<file path="config.mk">
export PLATFORM = sky130hd
export DESIGN_NAME = gshare_predictor
export DESIGN_NICKNAME = d
export VERILOG_FILES = /design/src/rtl/gshare_predictor.sv
export SDC_FILE = /design/constraint.sdc
export NUM_CORES = 1
export LEC_CHECK = 0
export BUFFER_PORTS_ARGS = -buffer_cell sky130_fd_sc_hd__buf_4
export CORE_MARGIN = 2
export CORE_UTILIZATION = 50
export CTS_CLUSTER_DIAMETER = 100
export DETAILED_ROUTE_END_ITERATION = 10
export PLACE_DENSITY = 0.74
export SLEW_MARGIN = 15
export SYNTH_ARGS = -nofsm -noshare
export SYNTH_HDL_FRONTEND = slang
export SYNTH_HIERARCHICAL = 1
export SYNTH_SLANG_ARGS = --single-unit
</file>
<file path="constraint.sdc">
create_clock -name clk -period 9.83 [get_ports clk]
set_input_delay 0.4915 -clock clk [delete_from_list [all_inputs] [get_ports clk]]
set_output_delay 0.4915 -clock clk [all_outputs]
set_load 0.05 [all_outputs]
</file>
<file path="src/rtl/gshare_predictor.sv">
// Gshare branch direction predictor with an in-order queue of in-flight predictions.
// Latency: prediction 1 cycle after accept; mispredict pulse 1 cycle after resolve.
// Backpressure: ready drops while FIFO_DEPTH predictions are unresolved; refused branches are dropped.

// Generic single-clock FIFO holding in-flight entries.
// Latency: pushed data visible at the read port the cycle after the push edge.
// Backpressure: push_rdy_o low when full; pop ignored when empty.
module gshare_fifo #(
  parameter int W     = 5,
  parameter int DEPTH = 4
) (
  input  logic         clk_i,
  input  logic         rst_ni,
  input  logic         push_vld_i,
  input  logic [W-1:0] push_dat_i,
  output logic         push_rdy_o,
  input  logic         pop_rdy_i,
  output logic         pop_vld_o,
  output logic [W-1:0] pop_dat_o
);
  localparam int PTR_W = (DEPTH > 1) ? $clog2(DEPTH) : 1;
  localparam logic [PTR_W:0] FULL_CNT = (PTR_W+1)'(DEPTH);

  logic [W-1:0]     mem_q [DEPTH];
  logic [W-1:0]     mem_d [DEPTH];
  logic [PTR_W-1:0] wr_ptr_q, wr_ptr_d;
  logic [PTR_W-1:0] rd_ptr_q, rd_ptr_d;
  logic [PTR_W:0]   cnt_q, cnt_d;
  logic             push_fire;
  logic             pop_fire;

  assign push_rdy_o = (cnt_q != FULL_CNT);
  assign pop_vld_o  = (cnt_q != '0);
  assign pop_dat_o  = mem_q[rd_ptr_q];
  assign push_fire  = push_vld_i && push_rdy_o;
  assign pop_fire   = pop_rdy_i && pop_vld_o;

  // Next-state: write slot, advance pointers (power-of-2 depth wraps naturally), track occupancy.
  always_comb begin
    mem_d    = mem_q;
    wr_ptr_d = wr_ptr_q;
    rd_ptr_d = rd_ptr_q;
    cnt_d    = cnt_q;
    if (push_fire) begin
      mem_d[wr_ptr_q] = push_dat_i;
      wr_ptr_d        = wr_ptr_q + PTR_W'(1);
    end
    if (pop_fire) begin
      rd_ptr_d = rd_ptr_q + PTR_W'(1);
    end
    if (push_fire && !pop_fire) begin
      cnt_d = cnt_q + (PTR_W+1)'(1);
    end else if (!push_fire && pop_fire) begin
      cnt_d = cnt_q - (PTR_W+1)'(1);
    end
  end

  // State registers; reset empties the queue.
  always_ff @(posedge clk_i or negedge rst_ni) begin
    if (!rst_ni) begin
      for (int i = 0; i < DEPTH; i++) begin
        mem_q[i] <= '0;
      end
      wr_ptr_q <= '0;
      rd_ptr_q <= '0;
      cnt_q    <= '0;
    end else begin
      mem_q    <= mem_d;
      wr_ptr_q <= wr_ptr_d;
      rd_ptr_q <= rd_ptr_d;
      cnt_q    <= cnt_d;
    end
  end
endmodule

// Gshare predictor top: PHT of 2-bit counters indexed by addr XOR non-speculative history.
// Latency: pred_valid/prediction 1 cycle after accept; mispredict and counters 1 cycle after resolve.
// Backpressure: ready = queue not full; branch without ready is dropped, resolve on empty is ignored.
module gshare_predictor #(
  parameter int ADDR_W     = 11,
  parameter int HIST_W     = 4,
  parameter int FIFO_DEPTH = 4,
  parameter int CNT_W      = 16
) (
  input  logic              clk,
  input  logic              reset,
  input  logic              branch,
  input  logic [ADDR_W-1:0] addr,
  output logic              ready,
  output logic              pred_valid,
  output logic              prediction,
  input  logic              resolve,
  input  logic              outcome,
  output logic              mispredict,
  output logic [CNT_W-1:0]  resolved_cnt,
  output logic [CNT_W-1:0]  mispred_cnt
);
  localparam int PHT_N  = 2 ** HIST_W;
  localparam int ENTRY_W = HIST_W + 1;

  // Table and history state
  logic [1:0]        pht_q [PHT_N];
  logic [1:0]        pht_d [PHT_N];
  logic [HIST_W-1:0] ghr_q, ghr_d;

  // Registered outputs
  logic              pred_valid_q, pred_valid_d;
  logic              prediction_q, prediction_d;
  logic              mispredict_q, mispredict_d;
  logic [CNT_W-1:0]  resolved_cnt_q, resolved_cnt_d;
  logic [CNT_W-1:0]  mispred_cnt_q, mispred_cnt_d;

  // Lookup / resolve datapath
  logic [HIST_W-1:0] lookup_idx;
  logic              lookup_pred;
  logic              accept;
  logic              fifo_rdy;
  logic              fifo_vld;
  logic              resolve_fire;
  logic [ENTRY_W-1:0] push_entry;
  logic [ENTRY_W-1:0] pop_entry;
  logic [HIST_W-1:0] res_idx;
  logic              res_pred;
  logic              unused_addr_hi;

  // Only the low address bits feed the index; the rest are deliberately ignored.
  assign unused_addr_hi = ^addr[ADDR_W-1:HIST_W];

  assign lookup_idx   = addr[HIST_W-1:0] ^ ghr_q;
  assign lookup_pred  = pht_q[lookup_idx][1];
  assign accept       = branch && fifo_rdy;
  assign resolve_fire = resolve && fifo_vld;
  assign push_entry   = {lookup_idx, lookup_pred};
  assign res_idx      = pop_entry[ENTRY_W-1:1];
  assign res_pred     = pop_entry[0];

  // Each entry remembers which counter it read and what it predicted, so resolve trains the same slot.
  gshare_fifo #(
    .W     (ENTRY_W),
    .DEPTH (FIFO_DEPTH)
  ) u_inflight (
    .clk_i      (clk),
    .rst_ni     (reset),
    .push_vld_i (branch),
    .push_dat_i (push_entry),
    .push_rdy_o (fifo_rdy),
    .pop_rdy_i  (resolve),
    .pop_vld_o  (fifo_vld),
    .pop_dat_o  (pop_entry)
  );

  // Counter training and history shift happen only on a real resolve; lookup this edge sees old values.
  always_comb begin
    pht_d = pht_q;
    ghr_d = ghr_q;
    if (resolve_fire) begin
      if (outcome) begin
        if (pht_q[res_idx] != 2'b11) begin
          pht_d[res_idx] = pht_q[res_idx] + 2'd1;
        end
      end else begin
        if (pht_q[res_idx] != 2'b00) begin
          pht_d[res_idx] = pht_q[res_idx] - 2'd1;
        end
      end
      ghr_d = {ghr_q[HIST_W-2:0], outcome};
    end
  end

  // Output pulses and statistics; prediction holds its last value between requests.
  always_comb begin
    pred_valid_d   = accept;
    prediction_d   = prediction_q;
    mispredict_d   = 1'b0;
    resolved_cnt_d = resolved_cnt_q;
    mispred_cnt_d  = mispred_cnt_q;
    if (accept) begin
      prediction_d = lookup_pred;
    end
    if (resolve_fire) begin
      resolved_cnt_d = resolved_cnt_q + CNT_W'(1);
      if (outcome != res_pred) begin
        mispredict_d  = 1'b1;
        mispred_cnt_d = mispred_cnt_q + CNT_W'(1);
      end
    end
  end

  // State registers; reset returns every counter to weak not-taken and clears history/statistics.
  always_ff @(posedge clk or negedge reset) begin
    if (!reset) begin
      for (int i = 0; i < PHT_N; i++) begin
        pht_q[i] <= 2'b01;
      end
      ghr_q          <= '0;
      pred_valid_q   <= 1'b0;
      prediction_q   <= 1'b0;
      mispredict_q   <= 1'b0;
      resolved_cnt_q <= '0;
      mispred_cnt_q  <= '0;
    end else begin
      pht_q          <= pht_d;
      ghr_q          <= ghr_d;
      pred_valid_q   <= pred_valid_d;
      prediction_q   <= prediction_d;
      mispredict_q   <= mispredict_d;
      resolved_cnt_q <= resolved_cnt_d;
      mispred_cnt_q  <= mispred_cnt_d;
    end
  end

  assign ready        = fifo_rdy;
  assign pred_valid   = pred_valid_q;
  assign prediction   = prediction_q;
  assign mispredict   = mispredict_q;
  assign resolved_cnt = resolved_cnt_q;
  assign mispred_cnt  = mispred_cnt_q;
endmodule
</file>
---- Yosys cells after proc, flatten, opt, wreduce, memory -nomap -nowiden ----
Cells that the tools add are included.
Widths: inputs -> output; s select.
cells by class
  add/subtract/negate cells ............... 8
  order comparisons ....................... 6
  equality and inequality tests ........... 4
  multiplexer cells ....................... 23
  bitwise logic cells ..................... 5
  reductions and logical operators ........ 14
operators by type and width
  cell                   count
  $mux 32                3
  $bwmux 32              2
  $add 16x1->16 const B  2
  $bwmux 20              1
  $bmux 2 s4             2
  $mux 5                 3
  $bmux 5 s2             1
  $demux 5 s2            1
  $ge 5x5->1 const B     2
  $mux 2                 5
  $not 4->5              2
  $demux 2 s4            1
  $add 2x1->2 const B    3
  $ge 3x3->1 const B     2
  $logic_and 1x1->1      6
  $mux 3                 2
  $not 2->3              2
  $reduce_bool 2->1      3
  $lt 5x1->1 const B     1
  $xor 4x4->4            1
  $add 3x1->3 const B    1
  $lt 3x1->1 const B     1
  $ne 3x3->1 const B     1
  $reduce_and 3->1       1
  other kinds (9)        11
word-level totals
  bits in registers ....................... 98
  input port bits ......................... 16
  output and inout bits ................... 36
  word-level logic and storage cells ...... 89

---- Logic depth before layout (Yosys ltp) ----
  depth after elaboration ................. 12
  mapped depth ............................ 13
  mapped depth without buffers ............ 10

---- Hierarchy ----
The synthesis kept the hierarchy.
modules (own cells, without submodules)
  module            times used  cells each  area each (µm²)  seq. area each (µm²)
  gshare_predictor  1           274         3494.6           1796.7
  gshare_fifo       1           86          1268.7           675.6

---- Worst setup path after synthesis ----
No wires, ideal clock.
  kind .................................... reg2reg
  from .................................... reg u_inflight.rd_ptr_q[0]
  to ...................................... reg pht_q[7] in the netlist's numbering
  setup time .............................. 125 ps
  data arrival time ....................... 3308 ps
  data required time ...................... 9705 ps
  setup slack ............................. 6397 ps
  cell stages (with the launch flop) ...... 11
  buffers on the path ..................... 2
  clock period less this slack ............ 3433 ps
  cell sequence ........................... dfrtp_1 -> buf_2 -> mux4_2 -> buf_6 -> mux4_1 -> mux4_2 -> ha_1 -> mux2i_1 -> nor4b_2 -> nand3_1 -> mux2_2
between the ends
  word-level cells in the longest chain between the ends .. 12
ends and longest elaborated chain
  element                                                            line      RTL
  start, declared                                                    27        logic [PTR_W-1:0] rd_ptr_q, rd_ptr_d;
  start signal, assigned                                             70        rd_ptr_q <= rd_ptr_d;
  $not 2->3 (not written as such) (*)                                34        assign pop_dat_o = mem_q[rd_ptr_q];
  $bmux 5 s2 (*)                                                     34
  $mux 5 (not written as such) (*) (2 in series)                     34
  named net pop_entry[1]                                             121       logic [ENTRY_W-1:0] pop_entry;
  $not 4->5 (not written as such) (*)                                -
  $bmux 2 s4 (tied with other cells)                                 -
  $mux 2 (not written as such) or $logic_and 1x1->1 (tied branches)  -
  $mux 2, on equally long branches                                   -
  $sub 2x1->2 (tied with other cells)                                163       pht_d[res_idx] = pht_q[res_idx] - 2'd1;
  $bwmux 32, on equally long branches                                163, 159
  $mux 32, on equally long branches                                  162, 158
  $mux 32                                                            157       if (outcome) begin
  end signal, assigned                                               202       pht_q <= pht_d;
  end, declared                                                      102       logic [1:0] pht_q [PHT_N];
The timed path passes the listed nets; every way through them passes the cells marked *. The select of a mux whose other input is x is not followed.
A chain may end at the register's enable or synchronous reset.

---- Worst setup path in the final report ----
Same ends and word-level chain as after synthesis.

==> impl_metrics.json <==
{
  "maxCapViolCount": 0,
  "crit_arrival_ns": 4.27,
  "power_w": 0.00199,
  "antenna_found_initial": 0,
  "wire_per_inst_um": 16.4,
  "final_common_cell": "dfrtp_1",
  "cts.sinks": 98,
  "insertion_delay_ns": 0.37,
  "start_util_pct": 51.6,
  "drtAntennaViolNets": 0,
  "die_y_um": 102,
  "dr.first_iter.drc_count": 80,
  "syn2layout_area_growth_pct": 13.7,
  "final.setup_skew_ns": 0.0193,
  "ys_seq_area_share_pct": 51.9,
  "yosysWarnings": 6,
  "grt_usage_pct": 18.8,
  "max_freq_mhz": 248,
  "place.port_buffers": 44,
  "grt_pass1_vias": 3050,
  "met3_usage_pct": 5.04,
  "tns_ns": 0,
  "dp_hpwl_um": 6130,
  "ir_drop_mv": 0.273,
  "path_max_fanout": 18,
  "crit_start": "u_inflight/rd_ptr_q[0]$_DFFE_PN0P_",
  "drive_gt1_share_pct": 35.0,
  "instances_no_fill": 541,
  "ioPinCount": 52,
  "hold_violations": 0,
  "grt_pass1_wl_um": 14900,
  "r2r_cells": 10,
  "mappedNetlistNets": 386,
  "drt-total-wl_um": 8860,
  "synth_area_um2": 4760,
  "reg2reg_slack_ns": 5.80,
  "dp_cells": 524,
  "grt_max_degree": 91,
  "fp.coreArea_um2": 9240,
  "diodes": 0,
  "worstMarginPinSlew_ns": 0.818,
  "grt_most_used_layer": "met2",
  "required_ns": 10.07,
  "placementRows": 35,
  "p_per_area_nw_per_um2": 367,
  "routabilityCongestion": 0.817,
  "synth.avg_cell_area_um2": 13.2,
  "use_met2_pct": 30.7,
  "use_met1_pct": 24.7,
  "place_area_um2": 5200,
  "nFillCells": 741,
  "path_class": "reg -> reg",
  "setup_viol": 0,
  "drv_slew": 0,
  "period_share_pct": 41.0,
  "path_clk_slew_ns": 0.09,
  "hold_start": "outcome",
  "cts_buffers": 9,
  "fin_crit_ns": 4.03,
  "nNetsFinal": 433,
  "ctsRootBufferMaster": "clkbuf_8",
  "status": "completed",
  "synthCells": 360,
  "overflow": 0,
  "reg2reg_from": "u_inflight/rd_ptr_q[0]$_DFFE_PN0P_",
  "synth_cell_types": 37,
  "cp-endpoint": "pht_q[7]$_DFFE_PN0P_",
  "dr.pass1.iters": 4,
  "ys_ff_latch": 98,
  "routed_via_density": 5.51,
  "final_cell_mix": "82 x dfrtp_1, 53 x mux2_2, 44 x buf_4",
  "end_kind": "register",
  "die_x_um": 102,
  "fin_area_um2": 5420,
  "r2r-end": "pht_q[7]$_DFFE_PN0P_",
  "cts.path.max_buffers": 2,
  "leakage_nw": 2.45,
  "vias": 2981,
  "cp-start-kind": "register",
  "drc": 0,
  "cts_tree": "yes",
  "cts-htree-levels": 3,
  "rsz0062_at_grt": "no",
  "fin_util_pct": 58.6,
  "die-area_um2": 10300,
  "slew_headroom_pct": 45.5,
  "hp-class": "in -> reg"
}
## how the worst min path moves through the flow
| stage | to | slack, ns | depth (start not counted) |
|---|---|---|---|
| floorplan | ghr_q[0]$_DFFE_PN0P_ | 0.20 | 0 |
| global placement | mispred_cnt[9]$_DFFE_PN0P_ | 0.31 | 1 |
| detailed placement | mispred_cnt[9]$_DFFE_PN0P_ | 0.32 | 1 |
| CTS | ghr_q[0]$_DFFE_PN0P_ | 0.38 | 3 |
| global route | ghr_q[0]$_DFFE_PN0P_ | 0.40 | 3 |
| finish | ghr_q[0]$_DFFE_PN0P_ | 0.40 | 3 |
## worst max-delay path: stages, from the launching register on
cell and delay [ns]:
dfrtp_1 0.59, mux4_2 0.76, mux4_1 0.53, mux2i_1 0.14
mux2_4 0.29, inv_1 0.07, ha_1 0.19, mux2i_1 0.27
nor4b_2 0.50, nand3_1 0.24, mux2_2 0.32
## layer usage
| layer | vias to the layer above | part of all wire [%] |
|---|---|---|
| li1 | 1372 | - |
| met1 | 1520 | 44 |
| met2 | 76 | 50 |
| met3 | 13 | 4.8 |
| met4 | 0 | 1.3 |
| met5 | - | 0 |
## per-stage QoR
step / setup slack [ns] / hold slack, ns
2_1_floorplan: 6.40 / 0.196
3_3_place_gp: 5.83 / 0.315
3_5_place_dp: 5.78 / 0.318
4_1_cts: 5.77 / 0.381
5_1_grt: 5.56 / 0.396
6_report: 5.80 / 0.404
## repair_timing
action                    4_1_cts  5_1_grt
hold endpoints to repair        8        0
setup buffers                   0        0
hold buffers                    1        0
resized for setup               0        0
## cell usage after synthesis
cell	n	share of area (%)
mux2_4	3	0.95
nand4_1	7	0.92
mux4_2	9	4.3
and2_1	2	0.26
dfstp_2	16	8.8
inv_1	10	0.79
nand3b_1	2	0.32
xnor2_1	26	4.8
mux2_2	53	13
mux2i_1	3	0.63
nor4b_2	1	0.32
fa_1	1	0.42
nor2_1	25	2.0
a22oi_1	1	0.16
buf_2	3	0.32
or3_1	2	0.26
clkbuf_1	1	0.079
ha_1	9	2.4
or4_1	1	0.16
nor4_1	3	0.39
nand4b_1	2	0.37
nand2b_1	4	0.53
and4_1	4	0.74
mux4_1	9	5.0
nor3_1	5	0.53
xor2_1	16	2.9
and3_1	1	0.13
a41oi_1	1	0.18
nor3b_4	1	0.39
buf_1	3	0.24
clkbuf_4	1	0.16
dfrtp_1	82	43
buf_6	2	0.47
nand3_1	13	1.4
nor2b_1	1	0.13
nand2_1	36	2.8
nor4_2	1	0.26
## cell type report
type                       instances  area, µm²  area share [%]
sequential                        98       2470            45.6
tap                              129        161            2.98
inverter                          10       37.5           0.693
clock buffer                      11        131            2.42
clock inverter                     5       62.6            1.15
timing repair buffer              46        352            6.49
multi-input combinational        242       2200            40.6
## power by group
group	switching (W)	total, W	internal (W)
Combinational	0.000579	0.00103	0.000453
Sequential	0.000118	0.000696	0.000578
Clock	0.000139	0.000259	0.000120
Total	0.000836	0.00199	0.00115
## cells by family after synthesis
logic type	synth area share [%]
and+or+nand+nor	11.9
DFF	51.9
muxes	23.3
xor gates and xnor gates	7.72
buffers and inverters	2.05
adders and majority gates	2.78
AOI/OAI and AO/OA	0.342
No activity file was read; power rests on OpenSTA's default activity.
